===== src/rtl/cpu_types_pkg.sv =====
// Shared types for the memory request path.
// Provides the word type and the arbiter state encoding.
package cpu_types_pkg;

   localparam int WORD_W = 32;

   typedef logic [WORD_W-1:0] word_t;

   typedef enum logic {
      RA_IDLE = 1'b0,
      RA_BUSY = 1'b1
   } ra_state_t;

endpackage


===== src/rtl/rr_arbiter.sv =====
// Combinational round-robin pick: first pending index after i_last.
// Ports: i_pend, i_last in; o_any, o_winner out.
module rr_arbiter #(
   parameter int NCH = 2,
   parameter int CW  = $clog2(NCH)
) (
   input  logic [NCH-1:0] i_pend,
   input  logic [CW-1:0]  i_last,
   output logic           o_any,
   output logic [CW-1:0]  o_winner
);

   // Offsets are walked from farthest to nearest so the
   // nearest pending channel after i_last is assigned last.
   always_comb begin
      o_any    = |i_pend;
      o_winner = '0;
      for (int k = NCH; k >= 1; k--) begin
         for (int i = 0; i < NCH; i++) begin
            if (i == (int'(i_last) + k) % NCH
                && i_pend[i]) begin
               o_winner = CW'(i);
            end
         end
      end
   end

endmodule


===== src/rtl/request_arbiter.sv =====
// Round-robin arbiter of NCH channels onto one memory port
// with a stall watchdog.
// Ports: CLK, nRST; per-channel req_ren/req_wen/req_addr/
// req_wdata; mem_hit/mem_rdata from memory; registered
// mem_ren/mem_wen/mem_addr/mem_wdata; chan_hit pulse and
// rdata to the winner; grant_id, busy, sticky timeout_err.
module request_arbiter
   import cpu_types_pkg::*;
#(
   parameter int NCH      = 2,
   parameter int MAX_WAIT = 255,
   parameter int CW       = $clog2(NCH)
) (
   input  logic              CLK,
   input  logic              nRST,
   input  logic [NCH-1:0]    req_ren,
   input  logic [NCH-1:0]    req_wen,
   input  logic [NCH*32-1:0] req_addr,
   input  logic [NCH*32-1:0] req_wdata,
   input  logic              mem_hit,
   input  logic [31:0]       mem_rdata,
   output logic              mem_ren,
   output logic              mem_wen,
   output logic [31:0]       mem_addr,
   output logic [31:0]       mem_wdata,
   output logic [NCH-1:0]    chan_hit,
   output logic [31:0]       rdata,
   output logic [CW-1:0]     grant_id,
   output logic              busy,
   output logic              timeout_err
);

   localparam int WW = $clog2(MAX_WAIT + 1);
   localparam logic [WW-1:0] WAIT_LAST = WW'(MAX_WAIT - 1);
   localparam logic [WW-1:0] WAIT_SAT  = {WW{1'b1}};

   ra_state_t     r_state;
   logic          r_ren;
   logic          r_wen;
   word_t         r_addr;
   word_t         r_wdata;
   logic [CW-1:0] r_grant;
   logic [CW-1:0] r_last;
   logic [WW-1:0] r_wait;
   logic          r_to;

   logic [NCH-1:0] w_pend;
   logic           w_any;
   logic [CW-1:0]  w_win;
   logic           w_sel_ren;
   logic           w_sel_wen;
   word_t          w_sel_addr;
   word_t          w_sel_wdata;

   assign w_pend = req_ren | req_wen;

   rr_arbiter #(
      .NCH (NCH),
      .CW  (CW)
   ) u_rr (
      .i_pend   (w_pend),
      .i_last   (r_last),
      .o_any    (w_any),
      .o_winner (w_win)
   );

   // Mux the winning channel's request fields.
   always_comb begin
      w_sel_ren   = 1'b0;
      w_sel_wen   = 1'b0;
      w_sel_addr  = '0;
      w_sel_wdata = '0;
      for (int i = 0; i < NCH; i++) begin
         if (i == int'(w_win)) begin
            w_sel_ren   = req_ren[i];
            w_sel_wen   = req_wen[i];
            w_sel_addr  = req_addr[i*32 +: 32];
            w_sel_wdata = req_wdata[i*32 +: 32];
         end
      end
   end

   always_ff @(posedge CLK or negedge nRST) begin
      if (!nRST) begin
         r_state <= RA_IDLE;
         r_ren   <= 1'b0;
         r_wen   <= 1'b0;
         r_addr  <= '0;
         r_wdata <= '0;
         r_grant <= '0;
         r_last  <= CW'(NCH - 1);
         r_wait  <= '0;
         r_to    <= 1'b0;
      end else begin
         case (r_state)
            RA_IDLE: begin
               if (w_any) begin
                  // Write wins when both enables are set.
                  r_ren   <= w_sel_ren & ~w_sel_wen;
                  r_wen   <= w_sel_wen;
                  r_addr  <= w_sel_addr;
                  r_wdata <= w_sel_wdata;
                  r_grant <= w_win;
                  r_last  <= w_win;
                  r_wait  <= '0;
                  r_state <= RA_BUSY;
               end
            end
            RA_BUSY: begin
               if (mem_hit) begin
                  r_ren   <= 1'b0;
                  r_wen   <= 1'b0;
                  r_state <= RA_IDLE;
               end else if (r_wait == WAIT_LAST) begin
                  // Abandon without a hit; a channel
                  // still requesting re-arbitrates.
                  r_to    <= 1'b1;
                  r_ren   <= 1'b0;
                  r_wen   <= 1'b0;
                  r_state <= RA_IDLE;
               end else if (r_wait != WAIT_SAT) begin
                  r_wait <= r_wait + 1'b1;
               end
            end
            default: r_state <= RA_IDLE;
         endcase
      end
   end

   // Hit is forwarded in the same cycle, only while BUSY.
   always_comb begin
      chan_hit = '0;
      for (int i = 0; i < NCH; i++) begin
         chan_hit[i] = (r_state == RA_BUSY) && mem_hit
                       && (i == int'(r_grant));
      end
   end

   assign mem_ren     = r_ren;
   assign mem_wen     = r_wen;
   assign mem_addr    = r_addr;
   assign mem_wdata   = r_wdata;
   assign rdata       = mem_rdata;
   assign grant_id    = r_grant;
   assign busy        = (r_state == RA_BUSY);
   assign timeout_err = r_to;

endmodule


===== config.mk =====
export PLATFORM = sky130hd
export DESIGN_NAME = request_arbiter
export DESIGN_NICKNAME = d
export VERILOG_FILES = /design/src/rtl/cpu_types_pkg.sv /design/src/rtl/rr_arbiter.sv /design/src/rtl/request_arbiter.sv
export SDC_FILE = /design/constraint.sdc
export NUM_CORES = 1
export LEC_CHECK = 0
export CAP_MARGIN = 20
export CORE_ASPECT_RATIO = 1.4
export CORE_MARGIN = 2
export CORE_UTILIZATION = 36
export CTS_BUF_LIST = sky130_fd_sc_hd__clkbuf_16
export DETAILED_ROUTE_END_ITERATION = 7
export GPL_TIMING_DRIVEN = 0
export PLACE_DENSITY = 0.78
export SETUP_SLACK_MARGIN = 0.5
export SYNTH_ARGS = -nofsm -noshare
export SYNTH_HDL_FRONTEND = slang
export SYNTH_SLANG_ARGS = --single-unit

===== constraint.sdc =====
create_clock -name CLK -period 1.8 [get_ports CLK]
set_input_delay 0.36 -clock CLK [delete_from_list [all_inputs] [get_ports CLK]]
set_output_delay 0.36 -clock CLK [all_outputs]
set_load 0.005 [all_outputs]

==> impl_results.md <==
- Post-DP HPWL: 10330 um
- FF+latch count, synth: 78
- Most frequent cells in the layout: clkdlybuf4s50_1, dfrtp_1, buf_4, nand2_1, o21ai_1
- Final core utilization: 70.77%
- Vias: 4086
- Clock sinks: 78
- Antenna cells: 0
- Hold EP: mem_wen$_DFFE_PN0P_
- Non-Filler Instances: 835
- Fillcell total: 805
- Final Hold Fails: 0
- Placed instance count: 768
- Worst slew margin relative to its limit: 70.27%
- Most common cell after layout, fill and taps aside: clkdlybuf4s50_1
- Min-delay src: req_wen[1]
- Initial Util: 37.08%
- First-pass GRT wire length: 20150 um
- Maximum clock frequency: 663.2 MHz
- Cell Rows: 45
- Syn nets: 558
- H-tree lvl count: 3
- Worst vdd ir: 855.1 uV
- DRC Markers: 0
- Nets@finish: 858
- CP endpoint kind: flip-flop
- Worst-Skew Late Latency: 0.33 ns
- Core Region: 10920 sq um
- Worst Hold Class: primary input to flip-flop
- Detail Route Antenna Nets: 0
- Vias per cell: 4.893
- Crit-path max FO: 6
- Startpoint type of the worst setup path: flip-flop
- Hold depth: 3
- Largest net degree at the start of global routing: 47
- Total power: 11.08 mW
- Yosys Warn Count: 0
- Outcome: finished, final reports clean
- Die width: 93.65 um
- TritonCTS clock tree: built
- Unrepaired setup endpoints after global routing: yes
- Crit Path Category: flip-flop to flip-flop
- Worst setup path startpoint: busy$_DFF_PN0_
- Share of cells above drive strength 1: 35.73%
- # Max-Cap Violations: 0
- IO Count: 270
- RD Place Congestion: 0.7826
- Vias in the first global route: 4102
- Initial antenna violation count: 0
- Leakage: 3.663 nW
- Area Growth Syn to Fin: 90.86%
- Final setup TNS: 0 ns
- Worst EP arrival: 1.71 ns
- DR iter-0 viols: 78
- Data required, critical path: 2.01 ns
- Final setup fails: 0
- Clk_skew: 0.005800 ns
- Clk buf depth: 2
- R2r endpoint: mem_addr[10]$_DFFE_PN0P_
- Total Die Area: 12130 sq um
- Die Span Y: 129.5 um
- CTS buffer count: 9
- Final instance area: 7730 sq um
- Crit path time final: 1.508 ns
- R2r setup slk: 0.29 ns
- Placed inst area: 6716 sq um
- Mapped Cells: 389
- Detailed Routing Iterations Pass 1: 4
- GRT Residual Overflow: 0
- R2R depth: 7
- Seq/Total Area, Yosys: 48.22%
- Synth unique cells: 37
- Clk Tree Root Cell: clkbuf_16
- I/O Buffers: 237
- Clock slew at reported path FFs: 0.06 ns
- Synth Cell Area: 4050 sq um
- Period utilisation layout: 83.77%
- PD cells: 1434 nW/um^2
- Routed WL: 14540 um
- WL/cell: 17.42 um
- R2R Path Start: busy$_DFF_PN0_
- Syn_area_per_cell: 10.41 sq um
- Final Max Tran Viols: 0
- GRT Util Overall: 21.36%
- Worst Tran Pin Value: 0.4460 ns
[how the worst max path moves through the flow]
stage | end
global route | mem_addr[14]$_DFFE_PN0P_
CTS | mem_wdata[29]$_DFFE_PN0P_
detailed placement | mem_addr[6]$_DFFE_PN0P_
finish | mem_addr[10]$_DFFE_PN0P_
global placement | mem_addr[1]$_DFFE_PN0P_
floorplan | mem_addr[29]$_DFFE_PN0P_
[sequential cells by signal, indices dropped and copies added, names as in the netlist]
signal       count
mem_addr        32
mem_wdata       32
r_wait           8
busy             1
grant_id         1
mem_ren          1
mem_wen          1
r_last           1
timeout_err      1
[metal layers]
layer	global-route usage (%)	share of wire (%)
met1	22.04	35
met2	41.30	57
met3	5.465	6.8
met4	7.332	2.1
met5	0	0
[area by class of cell]
type | count | area, sq um | area share [%]
buffer | 55 | 600.6 | 7.770
clock buffer | 9 | 225.2 | 2.914
clock inverter | 7 | 81.33 | 1.052
inverter | 3 | 11.26 | 0.1457
multi-input combinational | 253 | 1964 | 25.41
sequential | 78 | 1956 | 25.30
tap | 141 | 176.4 | 2.282
timing repair buffer | 289 | 2715 | 35.12
[power by group]
group,internal [mW],switching [mW],total [mW],leakage (nW)
Combinational,3.49,2.66,6.15,2.54
Clock,1.19,0.696,1.89,0.159
Sequential,2.56,0.483,3.04,0.964
Total,7.24,3.84,11.1,3.66
[metrics by stage]
| stage | hold WS, ns | setup slack, ns |
|---|---|---|
| 2_1_floorplan | 0.06441 | 0.4356 |
| 3_3_place_gp | 0.4608 | -2.247 |
| 3_5_place_dp | 0.3352 | -0.3334 |
| 4_1_cts | 0.4805 | 0.2836 |
| 5_1_grt | 0.4686 | 0.2270 |
| 6_report | 0.4472 | 0.2922 |
[synth_stat cells (all sizes together)]
master / instances / share of area [%]
dfrtp: 77 / 48
o21ai: 72 / 9.5
nand2: 71 / 6.6
mux2i: 64 / 16
buf: 47 / 11
clkbuf: 8 / 1.1
nor2: 8 / 0.74
nand3: 7 / 0.86
inv: 3 / 0.28
o211ai: 3 / 0.56
o31ai: 3 / 0.68
a21oi: 2 / 0.25
and3: 2 / 0.31
and4b: 2 / 0.49
ha: 2 / 0.62
nor2b: 2 / 0.31
nor4: 2 / 0.46
o21bai: 2 / 0.37
or2: 2 / 0.31
xor2: 2 / 0.43
a21o: 1 / 0.19
a221oi: 1 / 0.22
a22o: 1 / 0.22
dfstp: 1 / 0.65
nor3: 1 / 0.12
o22ai: 1 / 0.15
o31a: 1 / 0.22
or3: 1 / 0.15
[critical path, cell delays in order, from the launching register on]
cell       delay (ns)
dfrtp_1          0.41
buf_6            0.14
or2_4            0.25
buf_8            0.15
buf_12           0.15
clkbuf_16        0.16
nand2_1          0.06
o21ai_1          0.06
[logic make-up after synthesis]
logic type | share of synthesized area [%]
buffers and inverters | 12.26
DFF | 48.22
AOI/OAI and AO/OA | 12.30
xor gates and xnor gates | 0.4326
adders and majority gates | 0.6178
muxes | 15.82
and+or+nand+nor | 10.35
[repair_timing]
action / CTS / global route
resized for setup: 155 / 187
hold buffers: 1 / 0
buffers inserted: 17 / 22
endpoints found under the hold margin: 32 / 0
pin swaps: 6 / 18
endpoints found under the setup margin: 150 / 151
cloned: 1 / 10
Note: power is estimated with default switching activity, not from simulation.
